--- src/rtl/adder16_if.sv ---
// Operand/result bundle for the registered 16-bit adder.
// master drives operands and observes results; slave is the adder side.
interface adder16_if;
  logic        in_valid;
  logic [15:0] a;
  logic [15:0] b;
  logic [15:0] out;
  logic        carry_out;
  logic        overflow;
  logic        out_valid;

  modport master (
    output in_valid, a, b,
    input  out, carry_out, overflow, out_valid
  );

  modport slave (
    input  in_valid, a, b,
    output out, carry_out, overflow, out_valid
  );
endinterface

--- src/rtl/adder16.sv ---
// Registered 16-bit ripple-carry adder with carry/overflow flags; 1-cycle latency, no back-pressure.
// Results and flags hold while in_valid is low; out_valid pulses once per accepted operand pair.
module adder16 (
  input  logic      clk,
  input  logic      rst_n,
  adder16_if.slave  bus
);

  logic [16:0] c;
  logic [15:0] sum;

  assign c[0] = 1'b0;

  // Each cell is two half adders: (a,b) then (partial sum, carry-in).
  for (genvar i = 0; i < 16; i++) begin : g_cell
    logic h1_s, h1_c, h2_c;
    assign h1_s     = bus.a[i] ^ bus.b[i];
    assign h1_c     = bus.a[i] & bus.b[i];
    assign sum[i]   = h1_s ^ c[i];
    assign h2_c     = h1_s & c[i];
    assign c[i+1]   = h1_c | h2_c;
  end

  logic [15:0] out_q,   out_d;
  logic        carry_q, carry_d;
  logic        ovf_q,   ovf_d;
  logic        vld_q,   vld_d;

  always_comb begin
    out_d   = out_q;
    carry_d = carry_q;
    ovf_d   = ovf_q;
    vld_d   = bus.in_valid;
    if (bus.in_valid) begin
      out_d   = sum;
      carry_d = c[16];
      ovf_d   = c[16] ^ c[15];
    end
  end

  always_ff @(posedge clk or negedge rst_n) begin
    if (!rst_n) begin
      out_q   <= 16'h0000;
      carry_q <= 1'b0;
      ovf_q   <= 1'b0;
      vld_q   <= 1'b0;
    end else begin
      out_q   <= out_d;
      carry_q <= carry_d;
      ovf_q   <= ovf_d;
      vld_q   <= vld_d;
    end
  end

  assign bus.out       = out_q;
  assign bus.carry_out = carry_q;
  assign bus.overflow  = ovf_q;
  assign bus.out_valid = vld_q;

endmodule

--- src/flat_wrapper.sv ---
// flat-port wrapper written by rule: the top's interface ports become plain ports
module adder16_flat 
  (clk, rst_n, bus_in_valid, bus_a, bus_b, bus_out, bus_carry_out, bus_overflow, bus_out_valid);
  adder16_if bus_i ();
  input  logic clk;
  input  logic rst_n;
  input wire logic [$bits(bus_i.in_valid)-1:0] bus_in_valid;
  input wire logic [$bits(bus_i.a)-1:0] bus_a;
  input wire logic [$bits(bus_i.b)-1:0] bus_b;
  output wire logic [$bits(bus_i.out)-1:0] bus_out;
  output wire logic [$bits(bus_i.carry_out)-1:0] bus_carry_out;
  output wire logic [$bits(bus_i.overflow)-1:0] bus_overflow;
  output wire logic [$bits(bus_i.out_valid)-1:0] bus_out_valid;
  assign bus_i.in_valid = bus_in_valid;
  assign bus_i.a = bus_a;
  assign bus_i.b = bus_b;
  assign bus_out = bus_i.out;
  assign bus_carry_out = bus_i.carry_out;
  assign bus_overflow = bus_i.overflow;
  assign bus_out_valid = bus_i.out_valid;
  adder16 u_core (.clk(clk), .rst_n(rst_n), .bus(bus_i));
endmodule
--- config.mk ---
export PLATFORM = sky130hd
export DESIGN_NAME = adder16_flat
export DESIGN_NICKNAME = d
export VERILOG_FILES = /design/src/rtl/adder16_if.sv /design/src/rtl/adder16.sv /design/src/flat_wrapper.sv
export SDC_FILE = /design/constraint.sdc
export NUM_CORES = 1
export LEC_CHECK = 0
export CORE_MARGIN = 2
export CORE_UTILIZATION = 37
export CTS_BUF_LIST = sky130_fd_sc_hd__clkbuf_8
export DETAILED_ROUTE_END_ITERATION = 10
export PLACE_DENSITY = 0.78
export SYNTH_ARGS = -nofsm -noshare
export SYNTH_HDL_FRONTEND = slang
export SYNTH_SLANG_ARGS = --single-unit
--- constraint.sdc ---
create_clock -name clk -period 0.8 [get_ports clk]
set_input_delay 0.08 -clock clk [delete_from_list [all_inputs] [get_ports clk]]
set_output_delay 0.08 -clock clk [all_outputs]
set_load 0.02 [all_outputs]
Word level (Yosys, flattened, before mapping)
Cells that the tools add are included.
- flip-flop bits (word level): 19
- input bits: 35
- output and inout port bits: 19
- logic and storage cells: 82
- bitwise gates (word level): 78
- operators by type and width (kind ; count):
    1-bit bitwise XOR ; 32
    1-bit AND ; 31
    1-bit bitwise OR ; 15

Logic depth before layout (Yosys ltp)
- depth after elaboration: 32
- gate-level depth with buffers: 19
- gate-level depth less buffers: 19

Worst setup path after synthesis
OpenSTA, ideal clock, no wires.
- path kind: input to register
- start: input bus_b[0]
- end: register u_core.ovf_q, in the netlist u_core.bus.overflow
- setup time: 0.125 ns
- data arrival time: 6.167 ns
- data required time: 0.675 ns
- setup slack: -5.492 ns
- cell stages on the path: 19
- buffers on the path: 0
- cell sequence: ha_1 fa_1 fa_1 fa_1 fa_1 fa_1 fa_1 fa_1 fa_1 fa_1 fa_1 fa_1 fa_1 fa_1 fa_1 inv_1 fa_1 xnor2_1 mux2_2
- word-level cells in the longest chain between the ends: 32
- ends and longest elaborated chain (what ; RTL line ; text):
    from (decl) ; flat_wrapper.sv:9 ; input wire logic [$bits(bus_i.b)-1:0] bus_b;
    1-bit AND (*) ; adder16.sv:18 ; assign h1_c = bus.a[i] & bus.b[i];
    1-bit AND (*) ; adder16.sv:20 ; assign h2_c = h1_s & c[i];
    1-bit bitwise OR (*) ; adder16.sv:21 ; assign c[i+1] = h1_c | h2_c;
    1-bit AND (*) ; adder16.sv:20 ;
    1-bit bitwise OR (*) ; adder16.sv:21 ;
    1-bit AND (*) ; adder16.sv:20 ;
    1-bit bitwise OR (*) ; adder16.sv:21 ;
    1-bit AND (*) ; adder16.sv:20 ;
    (+16 left out) ; n/a ;
    1-bit bitwise OR (*) ; adder16.sv:21 ;
    1-bit AND (*) ; adder16.sv:20 ;
    1-bit bitwise OR (*) ; adder16.sv:21 ;
    1-bit AND (*) ; adder16.sv:20 ;
    1-bit bitwise OR (*) ; adder16.sv:21 ;
    1-bit AND ; adder16.sv:20 ;
    1-bit bitwise OR ; adder16.sv:21 ;
    1-bit bitwise XOR (*) ; adder16.sv:37 ; ovf_d = c[16] ^ c[15];
    to (signal assigned) ; adder16.sv:50 ; ovf_q <= ovf_d;
    to (decl) ; adder16.sv:26 ; logic ovf_q, ovf_d;
Every way passes the cells marked *; elsewhere a longest branch is shown, timed or not.
A chain may end at the register's enable or synchronous reset.

Final worst setup path
- start: input bus_b[0]
- end: register u_core.out_q[15], in the netlist u_core.bus.out[15]
- word-level cells in the longest chain between the ends: 30
- ends and longest elaborated chain (what ; RTL line ; text):
    1-bit AND ; adder16.sv:18 ;
    1-bit AND ; adder16.sv:20 ;
    1-bit bitwise OR ; adder16.sv:21 ;
    1-bit AND ; adder16.sv:20 ;
    1-bit bitwise OR ; adder16.sv:21 ;
    1-bit AND ; adder16.sv:20 ;
    1-bit bitwise OR ; adder16.sv:21 ;
    1-bit AND ; adder16.sv:20 ;
    (+14 left out) ; n/a ;
    1-bit bitwise OR ; adder16.sv:21 ;
    1-bit AND ; adder16.sv:20 ;
    1-bit bitwise OR ; adder16.sv:21 ;
    1-bit AND ; adder16.sv:20 ;
    1-bit bitwise OR ; adder16.sv:21 ;
    1-bit AND ; adder16.sv:20 ;
    1-bit bitwise OR ; adder16.sv:21 ;
    1-bit bitwise XOR ; adder16.sv:19 ; assign sum[i] = h1_s ^ c[i];
    to (signal assigned) ; adder16.sv:48 ; out_q <= out_d;
    to (decl) ; adder16.sv:24 ; logic [15:0] out_q, out_d;
No other way between the ends.

==> impl_metrics.yaml <==
setup_path:
  critPathTopFamily: "adder cells"
  crit_top_cell: "fa_2"
  arrival_ns: 5.87
  worst_setup_path_start_kind: "input port"
  crit_required_ns: 0.98
  slowest_delay_ns: 0.42
  slowest_stage: "fa_2"
  criticalPathCategory: "in -> reg"
  critical_path.cell_chain: "buf_6 -> ha_4 -> fa_2 -> fa_2 -> fa_2 -> fa_2 -> fa_2 -> fa_2 -> fa_2 -> fa_2 -> fa_2 -> fa_2 -> fa_2 -> fa_2 -> fa_2 -> fa_2 -> inv_2 -> fa_2 -> mux2i_1"
  cp_num_buf_inv: 2
  path_max_fanout: 2
  end_kind: "register"
placed_design:
  io_buffers: 53
  place_congestion: 0.712
  dpl_worst_slack_ns: -5.52
  hpwl_um: 1770
floorplan:
  initial_core_util: 0.391
  rows: 19
  die_area_um2: 3360
  die_w_um: 58.0
  die_h_um: 58.0
  num_io_pins: 54
  core_area_um2: 2760
timing:
  layout_setup_ws_ns: -4.89
  timing.final.crit_share: 7.12
  setup_viol: 36
  rsz0062_at_grt: "yes"
  tightest_slew_ns: 0.153
  hold_violations: 0
  final-max-slew-violation-count: 0
  min_period_ns: 5.69
  relSlewSlack: 0.898
  worst_hold_slack_ns: 0.166
  fmaxAchievable_mhz: 176
  final.setup.tns_ns: -48.53
  skew_ns: 0
global_routing:
  grt_usage: 0.155
  antenna_found_initial: 0
  grt_pass1_wl_um: 3910
  grt_pass1_vias: 882
  grt_remaining_overflow: 0
  grt_max_degree: 20
detailed_routing:
  vias: 727
  drt_wl_total_um: 2290
  wl_per_cell_um: 14.7
  viasPerCell: 4.66
  drcViolationCount: 0
  firstDrtPassIters: 2
  drt.antenna.violating_nets: 0
  drtIter0Drc: 4
synthesis:
  synth_fp_nets: 112
  synth_cell_types: 10
  syn_area_um2: 1080
  yosys_warnings: 0
  avgSynthCellArea_um2: 17.7
  postSynthCellCount: 61
  synth_seq_area_share: 0.441
  ys_seq_elements: 19
finish:
  layout-drive-gt1-share: 0.544
  final_core_util: 0.679
  syn_to_final_growth_pct: 73.8
  antenna_cells: 0
  fin_nets: 177
worst_hold_path:
  hold_class: "in -> async"
clocking:
  htreeDepth: 1
  cts_tree: "yes"
  path_clk_slew_ns: 0.07
  clk-insertion-delay-late_ns: 0.25
  clkSinkCount: 19
  root_buffer: "clkbuf_8"
  clockBufferDepth: 2
  cts_buffers: 3
outcome:
  outcome: "finished, violations left"
  violations: "negative setup slack"
flow_run:
  cap_violations: 0
power:
  leakagePower_nw: 0.834
  peakVddDrop_mv: 1.65
  power_density_nw_per_um2: 1950
  power_mw: 3.65
cell type report:
class,count,area (um^2)
clock inverter,1,5.00
inverter,5,18.8
clock buffer,3,41.3
multi-input combinational,35,621
fill,210,886
sequential,19,477
tap,31,38.8
timing repair buffer,62,671
final timing paths:
path	slack [ns]	depth (start not counted)	end	start
worst min register to register	0.53	1	u_core.bus.out[10]	u_core.bus.out[10]
worst max register to register	-0.10	2	u_core.bus.out[6]	u_core.bus.out[6]
max in group asynchronous	0.49	2	u_core.bus.out[0]	rst_n
worst max-delay path	-4.89	19	u_core.bus.out[15]	bus_b[0]
worst min-delay path	0.17	2	u_core.bus.out[5]	rst_n
min in group clk	0.17	3	u_core.bus.out[0]	bus_a[0]
sequential cells by signal, indices dropped and copies added, names as in the netlist:
signal / count
u_core.bus.carry_out: 1
u_core.bus.out: 16
u_core.bus.out_valid: 1
u_core.bus.overflow: 1
Yosys cell counts:
library cell,count,share of area
dfrtp_1,19,0.44
fa_1,15,0.28
mux2_2,8,0.084
mux2_4,8,0.11
inv_1,5,0.017
mux2i_1,2,0.019
buf_12,1,0.019
buf_6,1,0.010
ha_1,1,0.012
xnor2_1,1,0.0081
stage by stage:
stage | cell area [um^2] | instances
2_1_floorplan | 1130 | 61
3_3_place_gp | 1740 | 150
3_5_place_dp | 1740 | 150
4_1_cts | 1860 | 155
5_1_grt | 1870 | 156
6_report | 1870 | 156
where the power goes:
group	switching, mW	internal [mW]
clock network	0.318	0.346
logic	0.639	1.02
registers	0.154	1.18
cells in the final DEF, fill, tap and decap left out, types with 2 or more instances in the layout:
cell type | Yosys | layout
dfrtp_1 | 19 | 18
inv_1 | 5 | 4
clkbuf_8 | 0 | 3
buf_12 | 1 | 2
mux2_2 | 8 | 3
buf_4 | 0 | 6
buf_6 | 1 | 21
fa_2 | 0 | 15
dlygate4sd2_1 | 0 | 3
clkdlybuf4s50_1 | 0 | 29
mux2_4 | 8 | 13
mux2i_1 | 2 | 2
cells by family after synthesis:
logic type	synth area share
xor+xnor	0.00813
fa+ha+maj	0.290
buf+inv	0.0465
flops	0.441
mux	0.214
per-layer routing:
layer  up-vias  routed length, um  GRT usage  share of wire
met5         -                  0          0              0
met3         2                321     0.0647           0.14
met2        45               1080      0.252           0.47
li1        325                  -          -              -
met4         0                 18     0.0498         0.0078
met1       355                870      0.189           0.38
what timing repair did:
item,CTS,global route
gates resized for setup,130,2
cloned,1,0
endpoints found under the setup margin,37,36
pin swaps,5,4
hold buffers,0,0
setup buffers,0,1
(Power assumes the default switching activity.)
